--- config.mk ---
export PLATFORM = sky130hd
export DESIGN_NAME = register_port_sequencer_flat
export DESIGN_NICKNAME = d
export VERILOG_FILES = /design/src/rtl/register_port_sequencer_if.sv /design/src/rtl/register_port_sequencer.sv /design/src/flat_wrapper.sv
export SDC_FILE = /design/constraint.sdc
export NUM_CORES = 1
export LEC_CHECK = 0
export CAP_MARGIN = 20
export CELL_PAD_IN_SITES_DETAIL_PLACEMENT = 1
export CELL_PAD_IN_SITES_GLOBAL_PLACEMENT = 1
export CORE_ASPECT_RATIO = 1.5
export CORE_UTILIZATION = 39
export CTS_CLUSTER_DIAMETER = 120
export DETAILED_ROUTE_END_ITERATION = 8
export GPL_TIMING_DRIVEN = 0
export PLACE_DENSITY_LB_ADDON = 0.1
export SLEW_MARGIN = 25
export SYNTH_ARGS = -nofsm -noshare
export SYNTH_HDL_FRONTEND = slang
export SYNTH_SLANG_ARGS = --single-unit
export TNS_END_PERCENT = 1
--- constraint.sdc ---
create_clock -name clk -period 5.2 [get_ports clk]
set_clock_uncertainty 0.15 [all_clocks]
set_input_delay 1.04 -clock clk [delete_from_list [all_inputs] [get_ports clk]]
set_output_delay 1.04 -clock clk [all_outputs]
set_load 0.01 [all_outputs]
--- src/rtl/register_port_sequencer_if.sv ---
// Command, response and register-file port bundle for the register port sequencer.
// slave is the sequencer's view; master is the view of whatever surrounds it.
interface register_port_sequencer_if #(
   parameter int DATA_WIDTH = 8,
   parameter int ADDR_WIDTH = 4
);
   // Both channels use one rule: a transfer happens on a rising edge where valid
   // and ready are both 1; once raised, valid and its payload hold until then.
   logic                  cmd_valid;
   logic                  cmd_ready;
   logic [1:0]            cmd_op;
   logic [ADDR_WIDTH-1:0] cmd_addr_a;
   logic [ADDR_WIDTH-1:0] cmd_addr_b;
   logic [DATA_WIDTH-1:0] cmd_data;
   logic                  rsp_valid;
   logic                  rsp_ready;
   logic [DATA_WIDTH-1:0] rsp_data;
   logic [ADDR_WIDTH-1:0] rf_address;
   logic                  rf_write_enable;
   logic [DATA_WIDTH-1:0] rf_write_data;
   logic [DATA_WIDTH-1:0] rf_read_data;

   modport slave (
      input  cmd_valid, cmd_op, cmd_addr_a, cmd_addr_b, cmd_data, rsp_ready, rf_read_data,
      output cmd_ready, rsp_valid, rsp_data, rf_address, rf_write_enable, rf_write_data
   );

   modport master (
      output cmd_valid, cmd_op, cmd_addr_a, cmd_addr_b, cmd_data, rsp_ready, rf_read_data,
      input  cmd_ready, rsp_valid, rsp_data, rf_address, rf_write_enable, rf_write_data
   );
endinterface

--- src/rtl/register_port_sequencer.sv ---
// Runs READ/WRITE/MOVE/SWAP micro-operations through a single-port register file,
// one command in flight, and returns the result on a valid/ready response channel.
module register_port_sequencer #(
   parameter int DATA_WIDTH = 8,
   parameter int ADDR_WIDTH = 4
) (
   input  logic                            clk,
   input  logic                            reset,
   register_port_sequencer_if.slave        bus,
   output logic [2:0]                      state_dbg
);
   localparam logic [1:0] OP_READ  = 2'b00;
   localparam logic [1:0] OP_WRITE = 2'b01;
   localparam logic [1:0] OP_MOVE  = 2'b10;
   localparam logic [1:0] OP_SWAP  = 2'b11;

   typedef enum logic [2:0] {
      IDLE  = 3'd0,
      ACC_A = 3'd1,
      ACC_B = 3'd2,
      WB_A  = 3'd3,
      RESP  = 3'd4
   } state_t;

   state_t                state, state_next;
   logic [1:0]            op_q;
   logic [ADDR_WIDTH-1:0] addr_a_q, addr_b_q;
   logic [DATA_WIDTH-1:0] data_q, tmp_a_q, tmp_b_q, rsp_data_q;
   logic                  accept;

   assign accept    = bus.cmd_valid && (state == IDLE);
   assign state_dbg = state;

   always_ff @(posedge clk or negedge reset) begin
      if (!reset) state <= IDLE;
      else        state <= state_next;
   end

   always_comb begin
      state_next = state;
      case (state)
         IDLE:    if (bus.cmd_valid) state_next = ACC_A;
         ACC_A:   state_next = (op_q == OP_READ || op_q == OP_WRITE) ? RESP : ACC_B;
         ACC_B:   state_next = (op_q == OP_SWAP) ? WB_A : RESP;
         WB_A:    state_next = RESP;
         RESP:    if (bus.rsp_ready) state_next = IDLE;
         default: state_next = IDLE;
      endcase
   end

   // rf_* decode only from state and latched fields, so cmd_* never reaches the file port.
   always_comb begin
      bus.cmd_ready       = 1'b0;
      bus.rsp_valid       = 1'b0;
      bus.rf_address      = '0;
      bus.rf_write_enable = 1'b0;
      bus.rf_write_data   = '0;
      case (state)
         IDLE:  bus.cmd_ready = 1'b1;
         ACC_A: begin
            bus.rf_address = addr_a_q;
            if (op_q == OP_WRITE) begin
               bus.rf_write_enable = 1'b1;
               bus.rf_write_data   = data_q;
            end
         end
         ACC_B: begin
            bus.rf_address      = addr_b_q;
            bus.rf_write_enable = 1'b1;
            bus.rf_write_data   = tmp_a_q;
         end
         WB_A: begin
            bus.rf_address      = addr_a_q;
            bus.rf_write_enable = 1'b1;
            bus.rf_write_data   = tmp_b_q;
         end
         RESP:    bus.rsp_valid = 1'b1;
         default: ;
      endcase
   end

   assign bus.rsp_data = rsp_data_q;

   // In ACC_B the write lands on the closing edge, so the read still shows old b.
   always_ff @(posedge clk or negedge reset) begin
      if (!reset) begin
         op_q       <= '0;
         addr_a_q   <= '0;
         addr_b_q   <= '0;
         data_q     <= '0;
         tmp_a_q    <= '0;
         tmp_b_q    <= '0;
         rsp_data_q <= '0;
      end else begin
         case (state)
            IDLE: if (accept) begin
               op_q     <= bus.cmd_op;
               addr_a_q <= bus.cmd_addr_a;
               addr_b_q <= bus.cmd_addr_b;
               data_q   <= bus.cmd_data;
            end
            ACC_A: begin
               case (op_q)
                  OP_READ:  rsp_data_q <= bus.rf_read_data;
                  OP_WRITE: rsp_data_q <= data_q;
                  default:  tmp_a_q    <= bus.rf_read_data;
               endcase
            end
            ACC_B: begin
               tmp_b_q <= bus.rf_read_data;
               if (op_q == OP_MOVE) rsp_data_q <= tmp_a_q;
            end
            WB_A:    rsp_data_q <= tmp_a_q;
            default: ;
         endcase
      end
   end
endmodule

--- src/flat_wrapper.sv ---
// flat-port wrapper written by rule: the top's interface ports become plain ports
module register_port_sequencer_flat 
#(
   parameter int DATA_WIDTH = 8,
   parameter int ADDR_WIDTH = 4
)
  (clk, reset, state_dbg, bus_cmd_valid, bus_cmd_op, bus_cmd_addr_a, bus_cmd_addr_b, bus_cmd_data, bus_rsp_ready, bus_rf_read_data, bus_cmd_ready, bus_rsp_valid, bus_rsp_data, bus_rf_address, bus_rf_write_enable, bus_rf_write_data);
  register_port_sequencer_if #(.DATA_WIDTH(DATA_WIDTH), .ADDR_WIDTH(ADDR_WIDTH)) bus_i ();
  input  logic clk;
  input  logic reset;
  output logic [2:0] state_dbg;
  input wire logic [$bits(bus_i.cmd_valid)-1:0] bus_cmd_valid;
  input wire logic [$bits(bus_i.cmd_op)-1:0] bus_cmd_op;
  input wire logic [$bits(bus_i.cmd_addr_a)-1:0] bus_cmd_addr_a;
  input wire logic [$bits(bus_i.cmd_addr_b)-1:0] bus_cmd_addr_b;
  input wire logic [$bits(bus_i.cmd_data)-1:0] bus_cmd_data;
  input wire logic [$bits(bus_i.rsp_ready)-1:0] bus_rsp_ready;
  input wire logic [$bits(bus_i.rf_read_data)-1:0] bus_rf_read_data;
  output wire logic [$bits(bus_i.cmd_ready)-1:0] bus_cmd_ready;
  output wire logic [$bits(bus_i.rsp_valid)-1:0] bus_rsp_valid;
  output wire logic [$bits(bus_i.rsp_data)-1:0] bus_rsp_data;
  output wire logic [$bits(bus_i.rf_address)-1:0] bus_rf_address;
  output wire logic [$bits(bus_i.rf_write_enable)-1:0] bus_rf_write_enable;
  output wire logic [$bits(bus_i.rf_write_data)-1:0] bus_rf_write_data;
  assign bus_i.cmd_valid = bus_cmd_valid;
  assign bus_i.cmd_op = bus_cmd_op;
  assign bus_i.cmd_addr_a = bus_cmd_addr_a;
  assign bus_i.cmd_addr_b = bus_cmd_addr_b;
  assign bus_i.cmd_data = bus_cmd_data;
  assign bus_i.rsp_ready = bus_rsp_ready;
  assign bus_i.rf_read_data = bus_rf_read_data;
  assign bus_cmd_ready = bus_i.cmd_ready;
  assign bus_rsp_valid = bus_i.rsp_valid;
  assign bus_rsp_data = bus_i.rsp_data;
  assign bus_rf_address = bus_i.rf_address;
  assign bus_rf_write_enable = bus_i.rf_write_enable;
  assign bus_rf_write_data = bus_i.rf_write_data;
  register_port_sequencer #(.DATA_WIDTH(DATA_WIDTH), .ADDR_WIDTH(ADDR_WIDTH)) u_core (.clk(clk), .reset(reset), .bus(bus_i), .state_dbg(state_dbg));
endmodule
==> results.sh, run 1 <==
export IMPL_required_ns=4.01
export IMPL_cpPeakStageDelay_ns=0.56
export IMPL_synth_common_cells="dfrtp_1 (45), mux2_4 (18), mux2_2 (16)"
export IMPL_die_h_um=99.1
export IMPL_fin_crit_sh_pct=67.6
export IMPL_num_rows=35
export IMPL_path_clk_slew_ns=0.08
export IMPL_grt_pass1_vias=1872
export IMPL_synth_cell_types=34
export IMPL_dp_cells=321
export IMPL_outcome="finished clean"
export IMPL_max_cap_violations=0
export IMPL_initial_utilization_pct=40.3
export IMPL_worst_skew_pair_late_latency_ns=0.29
export IMPL_dr_total_vias=1733
export IMPL_die_width_um=66.7
export IMPL_max_freq_mhz=285
export IMPL_regToRegStartpoint="u_core.state_dbg[1]"
export IMPL_synth_net_count=222
export IMPL_cp_max_fo=9
export IMPL_min_period_ns=3.51
export IMPL_setup_tns_ns=0
export IMPL_cp_slowest_cell="clkdlybuf4s50_1"
export IMPL_async_flop_share_pct=100
export IMPL_p_total_mw=2.00
export IMPL_dp_final_hpwl_mm=4.45
export IMPL_grt_usage_pct=19.9
export IMPL_power_density_mw_per_mm2=625
export IMPL_finalMaxSlewViolations=0
export IMPL_cts_made_buffers=5
export IMPL_rsz0062_at_grt="false"
export IMPL_grt_ovfl_total=0
export IMPL_core_area_sq_mm=0.00609
export IMPL_synth_area_leader_cell="dfrtp_1"
export IMPL_place_ws_ns=1.98
export IMPL_first_pass_iters=4
export IMPL_cts_buffer_depth=2
export IMPL_finalWirelength_mm=5.85
export IMPL_slew_headroom_pct=60.7
export IMPL_fin_util_pct=52.5
export IMPL_cts_resized=0
export IMPL_antenna_left=0
export IMPL_arrival_ns=2.32
export IMPL_path_buf_inv=2
export IMPL_hp_class="reg2reg"
export IMPL_pin_count=56
export IMPL_io_buffer_count=55
export IMPL_nNetsFinal=284
export IMPL_syn_area_per_cell_sq_um=12.8
export IMPL_drcViolationCount=0
export IMPL_ys_seq_area_share_pct=45.9
export IMPL_cp_top_family="buffers and inverters"
export IMPL_netlist_top_cells_area="dfrtp_1 (46%), mux2_4 (11%), mux2_2 (7.4%)"
export IMPL_area_growth_pct=30.3
export IMPL_n_antenna_cell=0
export IMPL_tightest_slew_ns=0.590
export IMPL_cts_sink_count=45
export IMPL_tritoncts="done"
export IMPL_synth_edf_count=0
export IMPL_min_from="u_core.tmp_b_q[7]"
export IMPL_htreeDepth=2
export IMPL_cts_root_buf="clkbuf_8"
export IMPL_hold_viol=0
export IMPL_worst_slack_ns=1.69
export IMPL_leakage_nw=1.34
export IMPL_initialDrtViolationCount=23
export IMPL_ys_ff_latch=45
export IMPL_routedWlPerCell_um=17.8
export IMPL_synthFlopType="dfrtp_1"
export IMPL_end_kind="output pin"
export IMPL_yosysMostFrequentCell="dfrtp_1"
export IMPL_via_per_inst=5.27
export IMPL_syn_inst=192
export IMPL_hold_buffers=0
export IMPL_drive_above_1_share_pct=25.1
export IMPL_final_cells=329
export IMPL_yosysWarningCount=0
export IMPL_place_congestion=0.690
export IMPL_dieArea_sq_mm=0.00661
export IMPL_synth_area_sq_mm=0.00245
export IMPL_start_kind="flip-flop"
export IMPL_cts_setup_buffers=0
export IMPL_grt_pass1_wl_mm=9.79
export IMPL_setup_viol=0
export IMPL_synth_top_area_share_pct=45.9
export IMPL_ir_worst_vdd_v=0.000292
export IMPL_crit_start="u_core.op_q[1]"
export IMPL_path_class="reg2out"
export IMPL_antenna_found_initial=0
export IMPL_grt_max_degree=46
export IMPL_cp_cell_sequence="nand2b_1, buf_6, nor4b_4, o2bb2ai_1, clkdlybuf4s50_1"
## layout by cell type, fill, tap and decap left out, drive strengths merged
cell,n
and4bb,1
o2bb2ai,8
buf,14
nor2,6
a31oi,1
nand2,1
clkbuf,11
dfrtp,45
clkdlybuf4s50,54
a31o,1
nand2b,4
o22ai,9
o2111ai,8
nor4b,1
nor3,2
mux2,34
a211oi,8
or3b,8
inv,10
a22oi,4
and2,1
o211a,1
nor2b,4
a2bb2oi,1
mux2i,8
clkinv,1
or2b,1
and3b,8
## power by group
group / total [mW] / internal [mW] / switching (mW) / leakage (nW)
clock: 0.240 / 0.120 / 0.119 / 0.0542
combinational: 1.10 / 0.625 / 0.473 / 0.747
sequential: 0.658 / 0.529 / 0.129 / 0.541
total: 2.00 / 1.27 / 0.721 / 1.34
## state kept, by name, summed over array words and instances, names as in the netlist
register,flops
u_core.op_q,2
u_core.tmp_b_q,8
u_core.data_q,8
u_core.addr_b_q,4
u_core.tmp_a_q,8
u_core.bus.rsp_data,8
u_core.state_dbg,3
u_core.addr_a_q,4
## per-stage QoR
stage          instance area, sq um  hold slack [ns]
6_report                       3190            0.367
5_1_grt                        3190            0.387
4_1_cts                        3190            0.369
3_5_place_dp                   3090            0.350
3_3_place_gp                   3090            0.338
2_1_floorplan                  2450            0.330
## cells by family after synthesis
| kind of cell | share of synthesized area, % |
|---|---|
| multiplexers | 21.6 |
| AND/OR/NAND/NOR | 12.1 |
| flip-flops | 45.9 |
| buffers and inverters | 7.20 |
| AO/OA/AOI/OAI | 13.1 |
## per-layer routing
layer  global-route usage (%)  vias to the layer above  share of wire [%]
li1                         -                      837                  -
met4                     5.89                        0                1.2
met5                        0                        -                  0
met3                     3.67                        6                3.8
met2                     35.4                       43                 55
met1                     23.7                      847                 40
## layout make-up
| type | count | area, sq um |
|---|---|---|
| Buffer | 17 | 139 |
| Clock buffer | 7 | 96.3 |
| Clock inverter | 1 | 5.00 |
| Fill cell | 658 | 2890 |
| Inverter | 10 | 37.5 |
| Multi-Input combinational cell | 120 | 1150 |
| Sequential cell | 45 | 1130 |
| Tap cell | 74 | 92.6 |
| Timing Repair Buffer | 55 | 548 |
## worst paths after layout
kind / to / slack, ns / depth (start not counted)
hold / removal: u_core.tmp_b_q[7] / 0.37 / 1
min in group asynchronous: u_core.tmp_b_q[1] / 0.59 / 1
setup reg to reg: u_core.data_q[4] / 3.45 / 6
max in group asynchronous: u_core.data_q[4] / 3.90 / 1
hold reg to reg: u_core.tmp_b_q[7] / 0.37 / 1
setup / recovery: bus_rf_write_data[1] / 1.69 / 5
Power figures use the tool's default switching activity.
==> inputs of run 2 (changes only) <==
CORE_UTILIZATION = 36   (was 39)
clock period = 3.2 ns   (was 5.2 ns; I/O delays follow)
==> run 2 against run 1 <==
Register-to-register slack worse by 2.0 ns. Routed wire length is 1.3% lower. Sequential power up 61%. Via count grew 0.12%. Total power rose by 62%. Sequential share of layout area decreased by 0.19 points. Flip-flop and latch count unchanged. Global-route usage shrank 2.4 points.
==> results.sh, run 2 (same netlist as run 1, synthesis figures left out) <==
export IMPL_ir_worst_vdd_v=0.000420
export IMPL_area_growth_pct=31.0
export IMPL_start_kind="flip-flop"
export IMPL_rr_endpoint="u_core.op_q[1]"
export IMPL_path_clk_slew_ns=0.08
export IMPL_place_congestion=0.737
export IMPL_cp_cell_sequence="buf_6, buf_2, nor2b_1, a22oi_1, nor2_1, clkdlybuf4s50_1"
export IMPL_tightest_slew_ns=0.581
export IMPL_grt_ovfl_total=0
export IMPL_dr_total_vias=1735
export IMPL_antenna_left=0
export IMPL_regToRegStartpoint="u_core.state_dbg[1]"
export IMPL_cp_max_fo=10
export IMPL_r2r_setup_slack_ns=1.46
export IMPL_finalMaxSlewViolations=0
export IMPL_cts_buffer_depth=2
export IMPL_min_period_ns=3.04
export IMPL_drcViolationCount=0
export IMPL_hold_buffers=0
export IMPL_outcome="finished clean"
export IMPL_arrival_ns=2.25
export IMPL_final_cell_area_sq_mm=0.00321
export IMPL_cts_sink_count=45
export IMPL_slew_headroom_pct=61.3
export IMPL_p_total_mw=3.24
export IMPL_io_buffer_count=55
export IMPL_cpPeakStageDelay_ns=0.54
export IMPL_hold_viol=0
export IMPL_nNetsFinal=286
export IMPL_power_density_mw_per_mm2=1010
export IMPL_fin_crit_sh_pct=95.1
export IMPL_dp_final_hpwl_mm=4.36
export IMPL_worst_skew_pair_late_latency_ns=0.30
export IMPL_drive_above_1_share_pct=25.7
export IMPL_path_class="reg2out"
export IMPL_initialDrtViolationCount=57
export IMPL_grt_pass1_vias=1914
export IMPL_fill_cells=688
export IMPL_grt_pass1_wl_mm=9.68
export IMPL_met1_usage_pct=20.8
export IMPL_leakage_nw=1.35
export IMPL_cp_slowest_cell="clkdlybuf4s50_1"
export IMPL_num_rows=36
export IMPL_dieArea_sq_mm=0.00715
export IMPL_pin_count=56
export IMPL_finalWirelength_mm=5.78
export IMPL_max_freq_mhz=329
export IMPL_hp_class="in2async"
export IMPL_mostFrequentLayoutCells="clkdlybuf4s50_1 (54), dfrtp_1 (45), mux2_4 (18)"
export IMPL_die_h_um=103
export IMPL_dpl_cell_area_sq_mm=0.00309
export IMPL_grt_use_met3_pct=2.64
export IMPL_layout_commonest_cell="clkdlybuf4s50_1"
export IMPL_core_area_sq_mm=0.00653
export IMPL_fin_util_pct=49.2
export IMPL_htreeDepth=2
export IMPL_rsz0062_at_grt="false"
export IMPL_n_antenna_cell=0
export IMPL_cts_made_buffers=5
export IMPL_cts_setup_buffers=0
export IMPL_first_pass_iters=4
export IMPL_end_kind="output pin"
export IMPL_setup_viol=0
export IMPL_via_per_inst=5.21
export IMPL_die_width_um=69.4
export IMPL_use_met2_pct=32.3
export IMPL_cts_resized=0
export IMPL_cts_root_buf="clkbuf_8"
export IMPL_max_cap_violations=0
export IMPL_antenna_found_initial=0
export IMPL_tritoncts="done"
export IMPL_initial_utilization_pct=37.5
export IMPL_required_ns=2.41
export IMPL_worst_r2r_path_depth=6
export IMPL_grt_max_degree=46
export IMPL_grt_most_used_layer="met2"
export IMPL_routedWlPerCell_um=17.3
export IMPL_setup_tns_ns=0
export IMPL_grt_usage_pct=17.5
## run 2: stage by stage
stage	hold slack, ns	setup WS (ns)	instances
3_3_place_gp	0.339	-0.0104	323
3_5_place_dp	0.349	0.337	323
5_1_grt	0.242	0.0107	333
6_report	0.194	0.157	333
4_1_cts	0.213	0.00263	331
2_1_floorplan	0.194	1.12	192
## run 2: how the worst max path moves through the flow
| stage | start | to | slack [ns] | cells after the start |
|---|---|---|---|---|
| floorplan | u_core.op_q[1] | bus_rf_write_data[0] | 1.12 | 4 |
| global placement | reset | u_core.addr_b_q[3] | -0.01 | 1 |
| detailed placement | u_core.op_q[1] | bus_rf_write_data[3] | 0.34 | 5 |
| CTS | u_core.op_q[1] | bus_rf_write_data[3] | 0.003 | 5 |
| global route | u_core.state_dbg[1] | bus_rf_address[1] | 0.01 | 6 |
| finish | u_core.state_dbg[1] | bus_rf_address[2] | 0.16 | 6 |
## run 2: power breakdown
part	switching (mW)	internal (mW)	leakage, nW
Clock	0.198	0.196	0.0542
Combinational	0.766	1.02	0.757
Sequential	0.200	0.860	0.541
Total	1.16	2.08	1.35
## run 2: area by class of cell
class / instances / area, sq um / share of cell area (%)
multi-input combinational: 120 / 1150 / 35.8
sequential: 45 / 1130 / 35.1
timing repair buffer: 57 / 563 / 17.5
buffer: 17 / 139 / 4.33
clock buffer: 7 / 96.3 / 3.00
tap: 76 / 95.1 / 2.96
inverter: 10 / 37.5 / 1.17
clock inverter: 1 / 5.00 / 0.156
## run 2: critical path: cells and delay by family, from the launching register on
| kind | cells | cell delay, ns |
|---|---|---|
| AOI/OAI and AO/OA | 1 | 0.14 |
| DFF | 1 | 0.39 |
| and+or+nand+nor | 2 | 0.50 |
| buffers and inverters | 3 | 0.92 |
## run 2: layer usage
| metal | vias up | wire (um) |
|---|---|---|
| li1 | 836 | - |
| met1 | 853 | 2480 |
| met2 | 39 | 3030 |
| met3 | 7 | 188 |
| met4 | 0 | 72 |
| met5 | - | 0 |
==> inputs of run 3 (changes only) <==
SLEW_MARGIN = 10   (was 25)
==> run 3 against run 2 <==
Routed wire length is 0.52% higher. Via count is 0.17% higher. Sequential power hardly changed. Total power is 0.10% lower. Non-clock buffer count stayed put.
==> results.sh, run 3 (same netlist as run 1, synthesis figures left out) <==
export IMPL_outcome="finished clean"
export IMPL_area_growth_pct=31.4
export IMPL_fin_crit_sh_pct=95.0
export IMPL_cts_root_buf="clkbuf_8"
export IMPL_htreeDepth=2
export IMPL_dr_total_vias=1738
export IMPL_routedWlPerCell_um=17.4
export IMPL_multi_input_area_sq_mm=0.00115
export IMPL_path_buf_inv=3
export IMPL_first_pass_iters=3
export IMPL_hp_class="in2async"
export IMPL_leakage_nw=1.36
export IMPL_initial_utilization_pct=37.5
export IMPL_min_period_ns=3.04
export IMPL_cp_max_fo=9
export IMPL_grt_max_degree=29
export IMPL_max_freq_mhz=329
export IMPL_cp_cell_sequence="nand2b_1, buf_6, nor4b_4, buf_4, o2bb2ai_1, clkdlybuf4s50_1"
export IMPL_start_kind="flip-flop"
export IMPL_path_clk_slew_ns=0.08
export IMPL_setup_tns_ns=0
export IMPL_place_congestion=0.737
export IMPL_pin_count=56
export IMPL_path_class="reg2out"
export IMPL_antenna_found_initial=0
export IMPL_tritoncts="done"
export IMPL_core_area_sq_mm=0.00653
export IMPL_grt_usage_pct=17.7
export IMPL_grt_ovfl_total=0
export IMPL_power_density_mw_per_mm2=1010
export IMPL_num_rows=36
export IMPL_layout_commonest_cell="clkdlybuf4s50_1"
export IMPL_end_kind="output pin"
export IMPL_die_width_um=69.4
export IMPL_io_buffer_count=55
export IMPL_slew_headroom_pct=71.3
export IMPL_worst_r2r_path_depth=6
export IMPL_fin_util_pct=49.3
export IMPL_dieArea_sq_mm=0.00715
export IMPL_cp_top_family="buffers and inverters"
export IMPL_mostFrequentLayoutCells="clkdlybuf4s50_1 (54), dfrtp_1 (45), mux2_4 (18)"
export IMPL_final_cell_area_sq_mm=0.00322
export IMPL_arrival_ns=2.25
export IMPL_grt_pass1_wl_mm=9.83
export IMPL_nNetsFinal=286
export IMPL_drcViolationCount=0
export IMPL_cp_slowest_cell="clkdlybuf4s50_1"
export IMPL_worst_skew_pair_late_latency_ns=0.30
export IMPL_n_antenna_cell=0
export IMPL_cts_setup_buffers=1
export IMPL_ir_worst_vdd_v=0.000444
export IMPL_tightest_slew_ns=0.431
export IMPL_setup_viol=0
export IMPL_finalMaxSlewViolations=0
export IMPL_hold_buffers=0
export IMPL_rsz0062_at_grt="false"
export IMPL_required_ns=2.41
export IMPL_dpl_cell_area_sq_mm=0.00311
export IMPL_finalWirelength_mm=5.81
export IMPL_cts_resized=0
export IMPL_die_h_um=103
export IMPL_cts_sink_count=45
export IMPL_initialDrtViolationCount=39
export IMPL_cts_made_buffers=5
export IMPL_antenna_left=0
export IMPL_hold_viol=0
export IMPL_via_per_inst=5.22
export IMPL_dp_final_hpwl_mm=4.47
export IMPL_grt_pass1_vias=1936
export IMPL_register_area_sq_mm=0.00113
export IMPL_max_cap_violations=0
export IMPL_drive_above_1_share_pct=25.7
export IMPL_fill_cells=687
export IMPL_cts_buffer_depth=2
export IMPL_cpPeakStageDelay_ns=0.57
export IMPL_cp_num_cells=6
-- run 3: cell counts in the layout (fill, tap and decap cells not counted) --
No cell type changed its count.
-- run 3: final cells by class --
type                            count  area share, %
Multi-Input combinational cell    120           35.7
Sequential cell                    45           35.0
Timing Repair Buffer               57           17.8
Buffer                             17           4.31
Clock buffer                        7           2.99
Tap cell                           76           2.95
Inverter                           10           1.17
Clock inverter                      1          0.155
-- run 3: power breakdown --
| part | switching (mW) | internal [mW] | total, mW | leakage (nW) |
|---|---|---|---|---|
| Combinational | 0.765 | 1.02 | 1.79 | 0.761 |
| Sequential | 0.198 | 0.860 | 1.06 | 0.541 |
| Clock | 0.198 | 0.196 | 0.393 | 0.0542 |
-- run 3: stage by stage --
stage	total power, mW	hold WS, ns	cells	worst slack [ns]
floorplan	2.26	0.194	192	1.12
CTS	3.29	0.127	333	0.112
global placement	2.85	0.339	323	-0.0104
finish	3.24	0.121	333	0.159
detailed placement	2.88	0.349	324	0.323
global route	3.48	0.161	333	0.0175
-- run 3: metal layers --
metal / vias up / wire [um] / track usage [%]
li1: 839 / - / -
met1: 854 / 2460 / 20.9
met2: 39 / 3100 / 33.1
met4: 0 / 78 / 5.65
met3: 6 / 175 / 2.64
met5: - / 0 / 0
-- run 3: worst paths after layout --
check	start	to	slack, ns
setup reg to reg	u_core.state_dbg[1]	u_core.op_q[1]	1.46
setup / recovery	u_core.op_q[1]	bus_rf_write_data[3]	0.16
min in group clk	u_core.tmp_b_q[7]	u_core.tmp_b_q[7]	0.37
hold / removal	reset	u_core.tmp_a_q[1]	0.12
hold reg to reg	u_core.tmp_b_q[7]	u_core.tmp_b_q[7]	0.37
max in group asynchronous	reset	u_core.tmp_a_q[2]	2.29
